--- src/rtl/host_output_schedule.sv ---
// host_output_schedule: two-queue (TS/BE) descriptor scheduler feeding host_tx, strict TS priority with a BE anti-starvation burst guard
// Ports:
//   i_clk, i_rst_n                      clock, asynchronous active-low reset
//   iv_descriptor, i_descriptor_*       descriptor write: 61-bit descriptor, DMAC flag, TS/BE select, write strobe
//   ov_pkt_descriptor, o_dmac_replace_flag, o_pkt_descriptor_wr   issue to host_tx (held outside ISSUE)
//   i_pkt_descriptor_ready              host_tx ready level
//   ov_ts_used, ov_be_used              queue occupancy
//   o_queue_overflow_pulse              pulses in the cycle a write to a full queue is dropped
//   ov_hos_state                        0 IDLE, 1 ISSUE, 2 HOLD
module host_output_schedule #(
    parameter int AW       = 4,
    parameter int TS_BURST = 8
) (
    input  logic        i_clk,
    input  logic        i_rst_n,
    input  logic [60:0] iv_descriptor,
    input  logic        i_descriptor_dmac_flag,
    input  logic        i_descriptor_ts,
    input  logic        i_descriptor_wr,
    output logic [60:0] ov_pkt_descriptor,
    output logic        o_dmac_replace_flag,
    output logic        o_pkt_descriptor_wr,
    input  logic        i_pkt_descriptor_ready,
    output logic [AW:0] ov_ts_used,
    output logic [AW:0] ov_be_used,
    output logic        o_queue_overflow_pulse,
    output logic [1:0]  ov_hos_state
);
    localparam logic [1:0] IDLE  = 2'd0;
    localparam logic [1:0] ISSUE = 2'd1;
    localparam logic [1:0] HOLD  = 2'd2;
    localparam int DEPTH = 1 << AW;
    localparam int BW = $clog2(TS_BURST + 2);
    localparam logic [BW-1:0] BURST_MAX = BW'(TS_BURST);
    localparam logic [AW:0] FULL = (AW+1)'(DEPTH);

    logic [61:0] ts_mem [DEPTH];
    logic [61:0] be_mem [DEPTH];
    logic [AW:0] ts_wr, ts_rd, be_wr, be_rd;
    logic [1:0] state;
    logic [BW-1:0] burst_cnt;
    logic ts_full, be_full, ts_ne, be_ne, push_ts, push_be, go, pick_be;

    assign ov_ts_used = ts_wr - ts_rd;
    assign ov_be_used = be_wr - be_rd;
    assign ts_full = ov_ts_used == FULL;
    assign be_full = ov_be_used == FULL;
    assign ts_ne = ov_ts_used != '0;
    assign be_ne = ov_be_used != '0;
    // full is judged on the pre-pop count, so a write to a full queue drops even if it pops this cycle
    assign push_ts = i_descriptor_wr && i_descriptor_ts && !ts_full;
    assign push_be = i_descriptor_wr && !i_descriptor_ts && !be_full;
    assign o_queue_overflow_pulse = i_descriptor_wr && (i_descriptor_ts ? ts_full : be_full);
    assign go = state == IDLE && i_pkt_descriptor_ready && (ts_ne || be_ne);
    assign pick_be = (TS_BURST != 0 && burst_cnt == BURST_MAX && be_ne) || !ts_ne;
    assign o_pkt_descriptor_wr = state == ISSUE;
    assign ov_hos_state = state;

    always_ff @(posedge i_clk) begin
        if (push_ts) ts_mem[ts_wr[AW-1:0]] <= {i_descriptor_dmac_flag, iv_descriptor};
        if (push_be) be_mem[be_wr[AW-1:0]] <= {i_descriptor_dmac_flag, iv_descriptor};
    end

    always_ff @(posedge i_clk or negedge i_rst_n) begin
        if (!i_rst_n) begin
            ts_wr <= '0;
            ts_rd <= '0;
            be_wr <= '0;
            be_rd <= '0;
            state <= IDLE;
            burst_cnt <= '0;
            ov_pkt_descriptor <= '0;
            o_dmac_replace_flag <= 1'b0;
        end else begin
            ts_wr <= ts_wr + (AW+1)'(push_ts);
            be_wr <= be_wr + (AW+1)'(push_be);
            ts_rd <= ts_rd + (AW+1)'(go && !pick_be);
            be_rd <= be_rd + (AW+1)'(go && pick_be);
            state <= go ? ISSUE : state == ISSUE ? HOLD : IDLE;
            if (go) {o_dmac_replace_flag, ov_pkt_descriptor} <= pick_be ? be_mem[be_rd[AW-1:0]] : ts_mem[ts_rd[AW-1:0]];
            // counts TS issues that bypass a waiting BE; an empty BE queue or a BE issue restarts the burst
            burst_cnt <= (!be_ne || (go && pick_be)) ? '0 :
                         (go && burst_cnt != BURST_MAX) ? burst_cnt + 1'b1 : burst_cnt;
        end
    end
endmodule

--- config.mk ---
export PLATFORM = sky130hd
export DESIGN_NAME = host_output_schedule
export DESIGN_NICKNAME = d
export VERILOG_FILES = /design/src/rtl/host_output_schedule.sv
export SDC_FILE = /design/constraint.sdc
export NUM_CORES = 2
export LEC_CHECK = 0
export ABC_AREA = 0
export BUFFER_PORTS_ARGS = -buffer_cell sky130_fd_sc_hd__buf_2
export CAP_MARGIN = 20
export CORE_MARGIN = 2
export CORE_UTILIZATION = 55
export CTS_CLUSTER_SIZE = 12
export DETAILED_ROUTE_END_ITERATION = 10
export PLACE_DENSITY = 0.74
export SLEW_MARGIN = 20
export SYNTH_ARGS = -nofsm -noshare
export SYNTH_HDL_FRONTEND = slang
export SYNTH_SLANG_ARGS = --single-unit
--- constraint.sdc ---
create_clock -name i_clk -period 9.34 [get_ports i_clk]
set_clock_uncertainty 0.15 [all_clocks]
set_input_delay 0.467 -clock i_clk [delete_from_list [all_inputs] [get_ports i_clk]]
set_output_delay 0.467 -clock i_clk [all_outputs]
set_load 0.02 [all_outputs]
==> impl_results.md <==
* Worst path required time at 9.64 ns
* Area leader, netlist: edfxtp_1
* Synth top area share at 0.7494
* Post-Synth Simple-Gate Area at 0.03350
* I/O pins at ~140
* Core ar. at 143,500 um2
* Setup_tns at 0 ns
* RSZ-0062 raised after global routing: no
* Final Non-Filler Cells at 5,900
* Netlist cell types at 46
* Worst Setup Start Kind: flip-flop
* Post-synthesis cell area at a little under 80,000 um2
* Post-cts resize count at 0
* Die ar. at 147,600 um2
* Layout cells sized above 1 at 0.2800
* Async SR Flop Fraction at 0.04247
* Final hold viol count at 0
* Sequential Power Share at 0.429
* Worst min path class: in -> reg
* Top-count cell post-synth: edfxtp_1
* DRC at 0
* Cell internal pwr at 0.01819 W
* Slew Viols, Final at 0
* Drt total wl at 193,700 um
* Synth Net Count at roughly 3,700
* DP HPWL at 108,700 um
* Largest net degree at the start of global routing at 114
* Worst hold slack at ~0.048 ns
* Detailed Route Iter0 Violations at 5,795
* Leak at 28.53 nW
* Setup violators final at 0
* Num rows at around 140
* Clock Latency Late Sink at a little over 0.8 ns
* Antenna cells at 0
* Final ANT Viol Nets at 0
* Synth Area in XOR/XNOR at 0.002408
* CTS tree: yes
* Commonest cells post-synth: 1,984 x edfxtp_1, 558 x mux4_2, 321 x nand2_1
* Root Buffer: clkbuf_16
* Clk pwr share at 0.278
* Crit Path Category: reg -> reg
* Outcome: completed
* Nets at 3,943
* Mapped Cells at 3,617
* Clk slew on worst S/H paths at about 0.060 ns
* First-pass GRT wire length at 279,100 um
* Peak VDD IR at approximately 280 uV
* Via density at 6.598
* Post-Place Cells at 5,547
* Syn-to-layout area delta at 11.56%
* Mux cell area share after synthesis at 0.1582
* Switch share at 0.3229
* Die H at 384.2 um
* Power density over the cells at 302.9 nW/um2
* H-tree lvl count at 4
* Ratio of final minimum period to clock period at 0.6432
* Synth Area in Compound Gates at 0.01092
* Mean area per synthesized cell at 21.98 um2
* Largest cells by area after synthesis: edfxtp_1 75%, mux4_2 16%, dfrtp_1 2.8%
* CP arrival at approximately 6.3 ns
* Fill count at 9,508
* Comb power frac at 0.294
* Crit path capture type: flip-flop
* DR vias at 38,928
* EDFF count, synth at roughly 2,000
* Die span in x at 384.2 um
* Congestion Overflow GR at 0
* Number of I/O port buffers at 142
* First-pass detailed-route iteration total at 6
* Net load switching power at just under 0.009 W
* Initial Utilization at 0.5541
* Synthesized flop and latch total at 2,072
* Vias in the first global route at 38,623
* Antenna violations before repair at 7
* Seq/Total Area, Yosys at 0.7770
* GR Util All Layers at 0.2671
* Drt wl/cell at 32.84 um
* Post-synth top flop: edfxtp_1
* Fin crit period at 6.008 ns
* Slew of the pin with the lowest slew margin at ~1.2 ns
* Longest Clk Path Bufs at 3
* Main combinational cell family by area after synthesis: multiplexers
* CTS buffer count at 200
* Post-synthesis adder-cell area fraction at 0.003336
* FMAX at about 170 MHz
* Max Cap Viol at 0
* Total number of yosys warnings at 0
* Relative slew slack at 0.2164
* CTS sink count at around 2,100
* Worst Path Max Fanout at 65
* Placer Congestion at ~0.85
-- power by group through the flow --
stage                     clock network [W]  registers [W]  logic (W)
after global placement                    0         0.0117    0.00777
after floorplan                           0         0.0114    0.00528
after CTS                           0.00755         0.0115    0.00791
after global routing                0.00788         0.0116    0.00836
final                               0.00746         0.0115    0.00789
after detailed placement                  0         0.0117    0.00784
-- per-layer routing --
layer / global-route usage / vias to the layer above / share of wire
li1: - / 15442 / -
met1: 0.4008 / 20581 / 0.39
met2: 0.3934 / 2604 / 0.46
met3: 0.07188 / 297 / 0.13
met4: 0.07320 / 4 / 0.025
met5: 0 / - / 0.00013
-- repair_timing --
item / in CTS / in global routing
setup endpoints to repair: 0 / 0
endpoints found under the hold margin: 183 / 0
hold buffers: 9 / 0
buffers inserted: 0 / 0
-- registers in the layout, indices dropped and copies added (netlist names), 4 cells and up --
name               cells
be_mem               992
be_rd                  5
be_wr                  5
burst_cnt              4
ov_pkt_descriptor     61
ts_mem               992
ts_rd                  5
ts_wr                  5
-- placed cells by master, fill, tap and decap left out, types with 3 or more instances in the layout --
cell,instances
xor2_1,8
nand3_1,141
inv_4,3
buf_2,141
nand2_1,321
clkinv_1,7
nor4b_4,3
nor2_4,21
nand2b_1,7
dlygate4sd3_1,9
clkbuf_16,203
buf_12,4
nor2_1,9
inv_1,77
clkbuf_8,5
nand3b_1,3
inv_16,4
nand4_1,64
ha_1,18
clkbuf_1,106
a21oi_1,6
dfrtp_1,81
inv_6,5
o211ai_1,9
xnor2_1,12
o211ai_2,53
bufinv_16,3
clkinv_2,6
dfrtp_4,7
nor3_2,7
buf_4,76
mux4_2,558
edfxtp_1,1984
-- worst max-delay path: stages, from the launching register on --
cell	delay [ns]
dfrtp_4	1.07
inv_4	0.57
ha_1	0.54
nor2_1	0.07
a21oi_2	0.15
xor2_2	0.28
inv_2	0.14
a21oi_1	0.56
nand3_1	0.44
nor2_4	0.91
buf_4	0.66
-- area by class of cell --
| class | count | area [um2] | area share |
|---|---|---|---|
| clock buffers | 314 | 5547 | 0.06253 |
| clock inverters | 29 | 362.8 | 0.004091 |
| repair buffers | 230 | 1446 | 0.01631 |
| multi-input cells | 1270 | 16830 | 0.1898 |
| inverters | 82 | 320.3 | 0.003611 |
| flip-flops and latches | 2072 | 61810 | 0.6968 |
| well taps | 1903 | 2381 | 0.02684 |
-- metrics by stage --
step                        util  total power [W]  worst slack [ns]  instance area (um2)
after floorplan                -          0.01670             1.480                79520
after global placement    0.5761          0.01944             3.361                82660
after detailed placement  0.5762          0.01954             3.270                82680
after CTS                 0.6180          0.02697             3.205                88680
after global routing      0.6182          0.02781             3.032                88700
final                     0.6182          0.02686             3.332                88700
-- worst paths after layout --
| kind | startpoint | to | slack (ns) | cells after the start |
|---|---|---|---|---|
| worst max-delay path | be_rd[3] | be_mem[10][36] | 3.33 | 10 |
| worst min-delay path | iv_descriptor[2] | ts_mem[10][2] | 0.05 | 1 |
| worst max register to register | be_rd[3] | be_mem[10][36] | 3.33 | 10 |
| worst min register to register | ov_hos_state[1] | ov_hos_state[1] | 0.32 | 1 |
| max in group asynchronous | i_rst_n | be_rd[1] | 7.43 | 3 |
| min in group asynchronous | i_rst_n | ov_pkt_descriptor[2] | 0.12 | 2 |
-- cell families (layout without fill, tap and decap cells) --
group | after synthesis | after routing
AO/OA/AOI/OAI | 79 | 79
AND/OR/NAND/NOR | 591 | 591
buffers and inverters | 275 | 655
XOR/XNOR | 21 | 21
flip-flops | 2072 | 2072
multiplexers | 559 | 559
adder cells (fa/ha/maj) | 20 | 20
(Power assumes the default switching activity.)
